===== config.mk =====
export PLATFORM = sky130hd
export DESIGN_NAME = uart_tx_mmio
export DESIGN_NICKNAME = d
export VERILOG_FILES = /design/src/rtl/uart_tx_mmio.sv
export SDC_FILE = /design/constraint.sdc
export NUM_CORES = 1
export LEC_CHECK = 0
export BUFFER_PORTS_ARGS = -buffer_cell sky130_fd_sc_hd__buf_2
export CORE_ASPECT_RATIO = 1.1
export CORE_MARGIN = 3
export CORE_UTILIZATION = 54
export CTS_BUF_LIST = sky130_fd_sc_hd__clkbuf_8
export CTS_CLUSTER_DIAMETER = 100
export DETAILED_ROUTE_END_ITERATION = 10
export PLACE_DENSITY = 0.77
export SLEW_MARGIN = 25
export SYNTH_ARGS = -nofsm -noshare
export SYNTH_HDL_FRONTEND = slang
export SYNTH_SLANG_ARGS = --single-unit

===== constraint.sdc =====
create_clock -name clk -period 4.07 [get_ports clk]
set_input_delay 0.407 -clock clk [delete_from_list [all_inputs] [get_ports clk]]
set_output_delay 0.407 -clock clk [all_outputs]
set_load 0.05 [all_outputs]

===== src/rtl/uart_tx_mmio.sv =====
// Memory-mapped 8N1 UART transmitter: CPU byte stores feed a small FIFO that is
// serialized LSB first on uart_tx, with a pollable status register.
module uart_tx_mmio #(
    parameter int unsigned ADDR_WIDTH = 32'd16,
    parameter int unsigned CLOCK_HZ   = 32'd27_000_000,
    parameter int unsigned BAUD       = 32'd115_200,
    parameter int unsigned DEPTH      = 32'd4,
    parameter int unsigned DATA_ADDR  = 32'h0000_0082,
    parameter int unsigned STAT_ADDR  = 32'h0000_0084
) (
    input  logic                  clk,
    input  logic                  rst_n,
    input  logic [ADDR_WIDTH-1:0] addr,
    input  logic                  wr,
    input  logic                  byt,
    input  logic [15:0]           wr_data,
    output logic [15:0]           rd_data,
    output logic                  rd_sel,
    output logic                  uart_tx,
    output logic                  irq_empty
);
    localparam int unsigned DIV    = CLOCK_HZ / BAUD;
    localparam int unsigned PTR_W  = $clog2(DEPTH);
    localparam int unsigned CNT_W  = PTR_W + 32'd1;
    localparam int unsigned BAUD_W = (DIV > 32'd1) ? $clog2(DIV) : 32'd1;

    generate
        if (DIV < 32'd2) begin : g_bad_div
            $error("uart_tx_mmio: CLOCK_HZ/BAUD must be at least 2");
        end
        if ((DEPTH < 32'd2) || (DEPTH > 32'd16) || ((DEPTH & (DEPTH - 32'd1)) != 32'd0)) begin : g_bad_depth
            $error("uart_tx_mmio: DEPTH must be a power of 2 in 2..16");
        end
    endgenerate

    typedef enum logic [1:0] {
        IDLE  = 2'd0,
        START = 2'd1,
        DATA  = 2'd2,
        STOP  = 2'd3
    } state_t;

    state_t             state_r, state_next_s;
    logic [7:0]         mem_r [DEPTH];
    logic [PTR_W-1:0]   wptr_r, rptr_r;
    logic [CNT_W-1:0]   count_r, count_next_s;
    logic               overflow_r;
    logic [BAUD_W-1:0]  baud_r, baud_next_s;
    logic [2:0]         bit_idx_r, bit_idx_next_s;
    logic [7:0]         shift_r, shift_next_s;
    logic               tx_next_s;
    logic               pop_s, push_s, bit_end_s;
    logic               full_s, empty_s, idle_s, idle_next_s;
    logic               hit_data_s, hit_stat_s;
    logic [3:0]         count4_s;
    logic [15:0]        status_s;
    logic               unused_s;

    assign unused_s   = ^{byt, wr_data[15:8]};
    assign hit_data_s = (addr == ADDR_WIDTH'(DATA_ADDR));
    assign hit_stat_s = (addr == ADDR_WIDTH'(STAT_ADDR));
    assign empty_s    = (count_r == {CNT_W{1'b0}});
    assign full_s     = (count_r == CNT_W'(DEPTH));
    // Fullness is judged on the pre-pop count, so a write racing a pop while full is dropped.
    assign push_s     = wr && hit_data_s && !full_s;
    assign idle_s     = (state_r == IDLE) && empty_s;
    assign idle_next_s = (state_next_s == IDLE) && (count_next_s == {CNT_W{1'b0}});
    assign count4_s   = 4'(count_r);
    assign status_s   = {8'h00, count4_s, 1'b0, overflow_r, idle_s, full_s};
    assign bit_end_s  = (baud_r == BAUD_W'(DIV - 32'd1));

    // FIFO occupancy update from this cycle's push/pop
    always_comb begin
        count_next_s = count_r;
        case ({push_s, pop_s})
            2'b10:   count_next_s = count_r + CNT_W'(1'b1);
            2'b01:   count_next_s = count_r - CNT_W'(1'b1);
            default: count_next_s = count_r;
        endcase
    end

    // FIFO storage; entries are only read after being written
    always_ff @(posedge clk) begin
        if (push_s) begin
            mem_r[wptr_r] <= wr_data[7:0];
        end
    end

    // FIFO pointers, occupancy and sticky overflow flag
    always_ff @(posedge clk or negedge rst_n) begin
        if (!rst_n) begin
            wptr_r     <= {PTR_W{1'b0}};
            rptr_r     <= {PTR_W{1'b0}};
            count_r    <= {CNT_W{1'b0}};
            overflow_r <= 1'b0;
        end else begin
            if (push_s) begin
                wptr_r <= wptr_r + PTR_W'(1'b1);
            end
            if (pop_s) begin
                rptr_r <= rptr_r + PTR_W'(1'b1);
            end
            count_r <= count_next_s;
            if (wr && hit_stat_s) begin
                overflow_r <= 1'b0;
            end else if (wr && hit_data_s && full_s) begin
                overflow_r <= 1'b1;
            end
        end
    end

    // Serializer next-state, pop decision and next line level
    always_comb begin
        state_next_s   = state_r;
        pop_s          = 1'b0;
        shift_next_s   = shift_r;
        bit_idx_next_s = bit_idx_r;
        tx_next_s      = 1'b1;
        case (state_r)
            IDLE: begin
                if (!empty_s) begin
                    pop_s        = 1'b1;
                    shift_next_s = mem_r[rptr_r];
                    state_next_s = START;
                end else begin
                    state_next_s = IDLE;
                end
            end
            START: begin
                if (bit_end_s) begin
                    bit_idx_next_s = 3'd0;
                    state_next_s   = DATA;
                end else begin
                    state_next_s = START;
                end
            end
            DATA: begin
                if (bit_end_s && (bit_idx_r == 3'd7)) begin
                    state_next_s = STOP;
                end else if (bit_end_s) begin
                    shift_next_s   = {1'b0, shift_r[7:1]};
                    bit_idx_next_s = bit_idx_r + 3'd1;
                end else begin
                    state_next_s = DATA;
                end
            end
            STOP: begin
                // Chain straight into the next start bit when more data is queued.
                if (bit_end_s && !empty_s) begin
                    pop_s        = 1'b1;
                    shift_next_s = mem_r[rptr_r];
                    state_next_s = START;
                end else if (bit_end_s) begin
                    state_next_s = IDLE;
                end else begin
                    state_next_s = STOP;
                end
            end
            default: begin
                state_next_s = IDLE;
            end
        endcase
        if ((state_r == IDLE) || bit_end_s) begin
            baud_next_s = {BAUD_W{1'b0}};
        end else begin
            baud_next_s = baud_r + BAUD_W'(1'b1);
        end
        case (state_next_s)
            START:   tx_next_s = 1'b0;
            DATA:    tx_next_s = shift_next_s[0];
            default: tx_next_s = 1'b1;
        endcase
    end

    // Serializer state, bit timing and registered line/interrupt outputs
    always_ff @(posedge clk or negedge rst_n) begin
        if (!rst_n) begin
            state_r   <= IDLE;
            baud_r    <= {BAUD_W{1'b0}};
            bit_idx_r <= 3'd0;
            shift_r   <= 8'h00;
            uart_tx   <= 1'b1;
            irq_empty <= 1'b1;
        end else begin
            state_r   <= state_next_s;
            baud_r    <= baud_next_s;
            bit_idx_r <= bit_idx_next_s;
            shift_r   <= shift_next_s;
            uart_tx   <= tx_next_s;
            irq_empty <= idle_next_s;
        end
    end

    // Bus read port: one-cycle latency, status snapshot taken before this edge's update
    always_ff @(posedge clk or negedge rst_n) begin
        if (!rst_n) begin
            rd_sel  <= 1'b0;
            rd_data <= 16'h0000;
        end else begin
            rd_sel  <= hit_data_s || hit_stat_s;
            rd_data <= hit_stat_s ? status_s : 16'h0000;
        end
    end
endmodule


==> results by group, run 1 <==
Yosys
  – Synth Instances: roughly 250
  – Synth unique cells: 52
  – Netlist Area Pre-Place: 3290 sq um
  – Yosys reg bits: 70
  – Post-synth top cells: 36 x dfrtp_1, 32 x edfxtp_1, 20 x inv_1
  – Leading area contributor after synthesis: edfxtp_1
  – Synth Area per Inst: 13.3 sq um
  – Post-synth EDFFs: 32
  – Ys flop type: dfrtp_1
  – Ys async rst share: 54.3%
  – Synth warn: 0
  – Post-synthesis sequential area ratio: 58.2%
  – Top-count cell post-synth: dfrtp_1
  – Synth top area cells: edfxtp_1 29%, dfrtp_1 27%, mux4_2 5.5%
  – Share of the synthesized area in the top cell type: 29.2%

Timing
  – Final min period: 3.44 ns
  – Rel. slew slack: 43.4%
  – Final setup vio count: 0
  – Setup TNS: 0 ns
  – Max-slew violation count: 0
  – Achievable Freq: 291 MHz
  – Hold Fails Final Rpt: 0
  – Final cycle utilization of the critical path: 84.4%
  – Worst slew pin tran: 0.848 ns
  – Clk_skew: 0.00859 ns
  – Unrepaired setup endpoints after global routing: false

Power
  – Power per Cell Area: 551 nW/um^2
  – Leakage: 1.55 nW
  – Max VDD drop: 0.347 mV

Placed design
  – Placed inst area: 3500 sq um
  – Port bufs: 35
  – Placer Congestion: 0.781
  – Post-detail-place hpwl: 3960 microns

Final layout
  – Finished Cell Area: 3680 sq um
  – Nets: 338
  – # fillers: 447
  – Share of layout cells above drive strength 1: 24.3%
  – Antenna diode count: 0
  – Area grow syn2layout: 11.9%

Min path
  – Hold Crit Class: input port to async pin

CTS
  – Post-CTS Hold Buffers: 0
  – CTS resizes: 0
  – Clock-pin transition on the worst setup and hold timing paths: 0.08 ns
  – CTS tree: yes
  – H-tree Lvls: 3
  – Worst-Skew Late Latency: 0.34 ns
  – CTS Buffer Depth: 2
  – Clk root buf: clkbuf_8
  – CTS Sinks: 70
  – Post-CTS Setup Repair Bufs: 0
  – Num CTS Buffers: 9

Run
  – Max cap viols: 0

Route
  – Detail Route Antenna Nets: 0
  – Vias post-DR: 2,017
  – Post-route DRC: 0
  – Wire length per cell: 14.9 microns
  – First-pass iteration count of the detailed router: 4
  – Routed vias/inst: 5.47
  – WL final: ~5500 microns
  – DR iter-0 viols: about 140

Setup path
  – Setup crit start kind: flip-flop
  – CP endpoint kind: flip-flop
  – Crit path required time: 4.34 ns
  – WS Path Type: flip-flop to flip-flop
  – Critical Path AT: 3.71 ns
  – CP max FO: 9

Floorplan
  – Die X: 80.4 microns
  – IO Pins: 55
  – Starting Density: between 50 and 60%
  – Row count: 29
  – Core Box Area: 5840 sq um
  – Die Footprint: 7070 sq um
  – Die H: 87.9 microns

Global route
  – Grt total ovfl: 0
  – Vias in the first global route: 2,002
  – Initial antenna violation count: 0
  – GRT Total Usage: 17.7%
  – Global-route wire length before repair: 9340 microns
  – Largest net degree at the start of global routing: 39

Run status
  – Run status: finished, final reports clean
critical path: stages, from the launching register on:
cell and delay [ns]:
dfrtp_1 0.41, inv_1 0.07, ha_1 0.18, nand4b_4 0.17, o31ai_2 0.60, nor3b_2 0.41
ha_1 0.23, inv_1 0.06, fa_1 0.37, xor2_1 0.14, nor2_1 0.06, xor2_1 0.14
or4_1 0.39, nor2_1 0.11
worst paths after layout:
path / startpoint / to / slack, ns / cells after the start
max reg2reg: baud_r[1] / irq_empty / 0.63 / 13
min reg2reg: baud_r[0] / baud_r[0] / 0.52 / 1
min: rst_n / bit_idx_r[0] / 0.16 / 1
max in group asynchronous: rst_n / rd_data[2] / 3.37 / 1
max: baud_r[1] / irq_empty / 0.63 / 13
min in group clk: wr_data[6] / mem_r[2][6] / 0.28 / 1
metrics by stage:
| step | setup slack, ns | hold WS (ns) | power, mW | instances | utilization [%] |
|---|---|---|---|---|---|
| global placement | 0.734 | 0.501 | 1.52 | 353 | 59.9 |
| detailed placement | 0.640 | 0.506 | 1.54 | 353 | 59.9 |
| global route | 0.341 | 0.217 | 2.16 | 369 | 63.0 |
| CTS | 0.614 | 0.182 | 2.04 | 369 | 63.0 |
| finish | 0.635 | 0.164 | 2.03 | 369 | 63.0 |
| floorplan | 1.06 | 0.111 | 1.41 | 257 | - |
final cells by class:
type                            instances  area (sq um)  share of cell area [%]
Clock buffer                            9           124                    3.36
Clock inverter                          7          58.8                    1.60
Inverter                               20          75.1                    2.04
Multi-Input combinational cell        150          1230                    33.4
Sequential cell                        70          1910                    52.0
Tap cell                               77          96.3                    2.62
Timing Repair Buffer                   36           183                    4.96
logic make-up after synthesis:
group	count (synthesis)	share of synthesized area, %
buffers and inverters	37	5.44
flip-flops	70	58.2
other	1	0.114
AND/OR/NAND/NOR	66	12.1
XOR/XNOR	13	3.46
multiplexers	9	5.82
adder cells (fa/ha/maj)	15	5.93
AO/OA/AOI/OAI	37	9.01
per-layer routing:
| layer | GRT usage (%) | routed length [microns] |
|---|---|---|
| met1 | 22.2 | 2390 |
| met2 | 29.1 | 2780 |
| met3 | 5.56 | 243 |
| met4 | 6.76 | 85 |
| met5 | 0 | 0 |
cell usage in the layout (no fill, tap or decap), types with 2 or more instances in the layout:
master	instances
nor4b_1	2
inv_1	20
clkinv_4	3
dfstp_2	2
or3_1	2
buf_2	35
xnor2_1	6
edfxtp_1	32
nor2b_1	2
mux4_2	8
a32oi_1	6
nor2_1	8
nor3_1	11
and3_1	2
xor2_1	7
dfrtp_1	36
nor4_1	4
nand3_1	6
nand2_1	9
conb_1	10
clkbuf_8	9
nand4_1	2
ha_1	14
o21ai_0	10
a22o_1	2
and2_1	9
o22ai_1	6
sequential cells by signal, summed over array words and instances (netlist names), 2 cells and up:
register / count
rd_data: 6
baud_r: 8
count_r: 3
mem_r: 32
wptr_r: 2
state_r: 2
shift_r: 8
rptr_r: 2
bit_idx_r: 3
where the power goes:
part           leakage, nW  total, mW  internal, mW  switching (mW)
sequential           0.782      0.944         0.835           0.109
combinational        0.676      0.580         0.262           0.318
clock               0.0917      0.505         0.229           0.276
total                 1.55       2.03          1.33           0.704
Note: power is estimated with default switching activity, not from simulation.
==> run 2, diff against run 1 <==
==> constraint.sdc (replaced) <==
create_clock -name clk -period 3.5 [get_ports clk]
set_input_delay 0.35 -clock clk [delete_from_list [all_inputs] [get_ports clk]]
set_output_delay 0.35 -clock clk [all_outputs]
set_load 0.05 [all_outputs]
==> run 2 against run 1 <==
  * Flip-flop and latch count unchanged
  * Critical path type unchanged
  * Sequential power rose by 17%
  * Via count is 1.7% higher
  * Critical endpoint unchanged
  * Wire length fell by 0.13%
  * Largest power group unchanged
  * Clock skew shrank 0.0013 ns
  * Sequential share of layout area decreased by 0.56 points
==> results by group, run 2 (same netlist as run 1, synthesis figures left out) <==
CTS
  – Worst-Skew Late Latency: about 0.35 ns
  – CTS resizes: 0
  – Post-CTS Setup Repair Bufs: 0
  – CTS Buffer Depth: 2
  – CTS Sinks: 70
  – Num CTS Buffers: 9
  – Clk root buf: clkbuf_8
  – CTS tree: yes
  – Post-CTS Hold Buffers: 0
  – Clock-pin transition on the worst setup and hold timing paths: ~0.08 ns
  – H-tree Lvls: 3

Floorplan
  – Die X: 80.4 microns
  – IO Pins: 55
  – Row count: 29
  – Starting Density: 56.3%
  – Die Footprint: between 7000 and 8000 sq um
  – Core Box Area: about 5800 sq um
  – Die H: 87.9 microns

Timing
  – Max-slew violation count: 0
  – Clk_skew: ~0.0073 ns
  – Hold Fails Final Rpt: 0
  – Worst slew pin tran: 0.824 ns
  – Setup TNS: 0 ns
  – Final setup vio count: 0
  – Achievable Freq: 325 MHz
  – Rel. slew slack: a little under half
  – Unrepaired setup endpoints after global routing: false
  – Final cycle utilization of the critical path: 87.9%
  – Final min period: 3.08 ns
  – Fin Hold WS: a little under 0.1 ns

Setup path
  – Reg2Reg Depth: 12
  – Setup crit start kind: flip-flop
  – Crit path capture: irq_empty
  – Critical Path AT: roughly 3.4 ns
  – Crit path required time: roughly 3.8 ns
  – WS Path Type: flip-flop to flip-flop
  – CP endpoint kind: flip-flop
  – R2R Path Start: state_r[0]
  – Worst r2r dst: irq_empty
  – Flop-to-flop setup slack: 0.42 ns
  – CP max FO: 5
  – Setup crit start: state_r[0]

Power
  – Power per Cell Area: 658 nW/um^2
  – Leakage: 1.57 nW
  – Max VDD drop: 0.489 mV

Route
  – Vias post-DR: 2,051
  – First-pass iteration count of the detailed router: 4
  – Wire length per cell: 14.8 microns
  – Detail Route Antenna Nets: 0
  – DR iter-0 viols: about 210
  – WL final: 5490 microns
  – Routed vias/inst: around 5.5
  – Post-route DRC: 0

Final layout
  – Post-route insts no fill: 371
  – Area grow syn2layout: 13.1%
  – Nets: 340
  – Biggest register: mem_r
  – Max reg flops: 32
  – Share of layout cells above drive strength 1: 24.8%
  – Commonest cells after routing, fill and taps aside: 36 x dfrtp_1, 35 x buf_2, 32 x edfxtp_1
  – Largest regs: mem_r (32), baud_r (8), shift_r (8)
  – Most common cell after layout, fill and taps aside: dfrtp_1
  – Fin util: a little under two thirds
  – Antenna diode count: 0

Global route
  – Grt total ovfl: 0
  – GRT Total Usage: about 17%
  – Global-route wire length before repair: 9030 microns
  – Initial antenna violation count: 0
  – Vias in the first global route: 1,957
  – Largest net degree at the start of global routing: 39

Run
  – Max cap viols: 0

Min path
  – Hold Crit Class: input port to async pin

Placed design
  – Post-detail-place hpwl: 3840 microns
  – Port bufs: 35
  – Placer Congestion: 0.788
  – Cell count after placement: ~360

Run status
  – Run status: finished, final reports clean
[run 2: changes by cell type in the layout (fill, tap and decap cells not counted), sizes merged]
| cell | before | now |
|---|---|---|
| buf | 36 | 38 |
| bufinv | 0 | 1 |
| inv | 22 | 21 |
[run 2: worst max-delay path, cell delays in order, from the launching register on]
cell	delay, ns
dfrtp_1	0.42
ha_1	0.28
inv_1	0.12
o31ai_2	0.29
nor3b_2	0.36
ha_1	0.24
inv_1	0.06
fa_1	0.37
xor2_1	0.14
nor2_1	0.06
xor2_1	0.14
or4_1	0.39
nor2_1	0.11
[run 2: worst min path at each step]
stage,endpoint,startpoint,cells after the start
floorplan,baud_r[0],rst_n,0
global placement,baud_r[3],rst_n,1
detailed placement,baud_r[2],rst_n,1
CTS,bit_idx_r[0],rst_n,1
global route,bit_idx_r[0],rst_n,1
finish,bit_idx_r[0],rst_n,1
[run 2: area by class of cell]
class,instances,area (sq um)
Inverter,20,75.1
Multi-Input combinational cell,150,1230
Fill cell,430,2120
Sequential cell,70,1910
Tap cell,77,96.3
Clock inverter,7,83.8
Clock buffer,9,124
Timing Repair Buffer,38,198
[run 2: where the power goes]
| part | switching, mW | leakage, nW | internal [mW] |
|---|---|---|---|
| Clock | 0.327 | 0.102 | 0.338 |
| Combinational | 0.372 | 0.686 | 0.311 |
| Sequential | 0.129 | 0.782 | 0.971 |
| Total | 0.828 | 1.57 | 1.62 |
[run 2: per-layer routing]
| layer | GRT usage [%] | share of wire (%) |
|---|---|---|
| met3 | 3.70 | 3.4 |
| met2 | 28.4 | 52 |
| met4 | 9.06 | 2.3 |
| met1 | 21.2 | 42 |
| met5 | 0 | 0 |
[run 2: per-stage QoR]
| step | worst slack, ns | power [mW] | instance area [sq um] |
|---|---|---|---|
| finish | 0.425 | 2.45 | 3720 |
| global route | 0.157 | 2.59 | 3720 |
| CTS | 0.414 | 2.46 | 3720 |
| detailed placement | 0.476 | 1.80 | 3510 |
| global placement | 0.546 | 1.77 | 3510 |
| floorplan | 0.493 | 1.64 | 3320 |
==> run 3, diff against run 2 <==
--- a/config.mk
+++ b/config.mk
@@ -7,12 +7,11 @@
 export LEC_CHECK = 0
 export BUFFER_PORTS_ARGS = -buffer_cell sky130_fd_sc_hd__buf_2
 export CORE_ASPECT_RATIO = 1.1
-export CORE_MARGIN = 3
 export CORE_UTILIZATION = 54
 export CTS_BUF_LIST = sky130_fd_sc_hd__clkbuf_8
 export CTS_CLUSTER_DIAMETER = 100
 export DETAILED_ROUTE_END_ITERATION = 10
-export PLACE_DENSITY = 0.77
+export PLACE_DENSITY = 0.74
 export SLEW_MARGIN = 25
 export SYNTH_ARGS = -nofsm -noshare
 export SYNTH_HDL_FRONTEND = slang
==> run 3 against run 2 <==
  * Fmax grew 0.66%
  * Hold slack improved by 0.0047 ns
  * Clock power rose by 11%
  * Cell area increased by 0.34%
  * Non-clock buffer count decreased by 1
  * Cell count shrank 0.27%
  * Count of clock-buffer cells in the layout unchanged
  * Setup slack better by 0.020 ns
==> results by group, run 3 (same netlist as run 1, synthesis figures left out) <==
Timing
  – Setup TNS: 0 ns
  – Final cycle utilization of the critical path: 87.3%
  – Worst slew pin tran: 0.837 ns
  – Clk_skew: 0.00550 ns
  – Unrepaired setup endpoints after global routing: false
  – Final min period: 3.06 ns
  – Hold Fails Final Rpt: 0
  – Fin Hold WS: 0.103 ns
  – Final setup vio count: 0
  – Achievable Freq: 327 MHz
  – Rel. slew slack: ~44%
  – Max-slew violation count: 0

Final layout
  – Area grow syn2layout: 13.5%
  – Post-route insts no fill: 370
  – Biggest register: mem_r
  – Antenna diode count: 0
  – Commonest cells after routing, fill and taps aside: 36 x dfrtp_1, 35 x buf_2, 32 x edfxtp_1
  – Largest regs: mem_r (32), baud_r (8), shift_r (8)
  – Max reg flops: 32
  – Most common cell after layout, fill and taps aside: dfrtp_1
  – Share of layout cells above drive strength 1: 24.6%
  – Nets: 339

Power
  – Power per Cell Area: 673 nW/um^2
  – Max VDD drop: 0.407 mV
  – Clock power share: 29.2%
  – Seq pwr share: 43.8%
  – Tot Pwr: between 2 and 3 mW
  – Switching power: just over 0.8 mW
  – Leakage: 1.58 nW
  – Combinational power share: 26.9%
  – Internal: 1.69 mW
  – Switching share of total power: 32.7%

Global route
  – GR Util met3: 4.92%
  – Grt met2 use: 33.1%
  – Grt total ovfl: 0
  – Largest net degree at the start of global routing: 39
  – Met1 Resource Use GR: a little under a quarter
  – Vias in the first global route: 2,038
  – GRT Total Usage: 19.6%
  – Global-route wire length before repair: 9490 microns
  – Gr busiest metal: met2
  – Initial antenna violation count: 0

Setup path
  – Critical Path AT: 3.34 ns
  – CP max FO: 7
  – Worst r2r dst: irq_empty
  – Flop-to-flop setup slack: about 0.44 ns
  – Reg2Reg Depth: 13
  – Setup crit start kind: flip-flop
  – Crit path required time: 3.78 ns
  – CP endpoint kind: flip-flop
  – WS Path Type: flip-flop to flip-flop
  – R2R Path Start: baud_r[1]

Route
  – Routed vias/inst: around 5.5
  – DR iter-0 viols: 89
  – Detail Route Antenna Nets: 0
  – WL final: 5550 microns
  – Wire length per cell: 15.0 microns
  – First-pass iteration count of the detailed router: 4
  – Vias post-DR: between 2,000 and 2,500
  – Post-route DRC: 0

CTS
  – CTS Buffer Depth: 2
  – Clk root buf: clkbuf_8
  – H-tree Lvls: 3
  – Post-CTS Setup Repair Bufs: 0
  – Post-CTS Hold Buffers: 0
  – CTS resizes: 0
  – CTS Sinks: 70
  – Worst-Skew Late Latency: about 0.34 ns
  – Num CTS Buffers: 9
  – CTS tree: yes
  – Clock-pin transition on the worst setup and hold timing paths: 0.08 ns

Run
  – Max cap viols: 0

Placed design
  – Port bufs: 35
  – Placer Congestion: 0.781
  – Cell count after placement: 354
  – Post-detail-place hpwl: 3830 microns

Min path
  – Hold Crit Class: input port to async pin

Floorplan
  – Die Footprint: 6410 sq um
  – Die H: 83.9 microns
  – Starting Density: between 50% and 60%
  – Row count: 29
  – IO Pins: 55
  – Die X: 76.4 microns
  – Core Box Area: 5810 sq um

Run status
  – Run status: finished, final reports clean
## run 3: cell count changes in the layout (fill, tap and decap cells not counted), sizes merged
cell,change
clkinv,-2
bufinv,+1
inv,+2
buf,-1
clkinvlp,-1
## run 3: metal layers
metal  routed length [microns]  vias to the layer above
li1                          -                      972
met1                      2450                     1006
met2                      2840                       29
met3                       171                       10
met4                        93                        0
met5                         0                        -
## run 3: area by class of cell
cell class | count | area (sq um)
Fill cell | 442 | 2070
Sequential cell | 70 | 1910
Multi-Input combinational cell | 150 | 1230
Timing Repair Buffer | 37 | 190
Clock buffer | 9 | 124
Clock inverter | 7 | 104
Tap cell | 77 | 96.3
Inverter | 20 | 75.1
## run 3: through the flow
stage,instance area (sq um),utilization [%],worst slack [ns]
after detailed placement,3510,60.4,0.453
after global routing,3730,64.3,0.204
after CTS,3730,64.3,0.436
after global placement,3510,60.4,0.536
final,3730,64.3,0.445
after floorplan,3320,-,0.493
## run 3: power by group through the flow
stage	combinational [mW]	clock, mW	sequential (mW)
after floorplan	0.559	0	1.08
after global placement	0.661	0	1.12
after detailed placement	0.679	0	1.12
after CTS	0.681	0.750	1.10
after global routing	0.752	0.783	1.13
final	0.678	0.735	1.10
## run 3: worst max-delay path, stage by stage, from the launching register on
cell,delay (ns)
dfrtp_1,0.41
inv_1,0.07
ha_1,0.19
nand4b_4,0.17
o31ai_2,0.30
nor3b_2,0.36
ha_1,0.24
inv_1,0.06
fa_1,0.37
xor2_1,0.14
nor2_1,0.06
xor2_1,0.15
or4_1,0.39
nor2_1,0.10
## run 3: worst max-delay path by stage
stage	end	cells past startpoint	startpoint	slack [ns]
after global placement	irq_empty	12	state_r[0]	0.54
after global routing	irq_empty	12	state_r[0]	0.20
final	irq_empty	13	baud_r[1]	0.44
after floorplan	irq_empty	13	baud_r[1]	0.49
after detailed placement	irq_empty	12	state_r[0]	0.45
after CTS	irq_empty	13	baud_r[1]	0.44
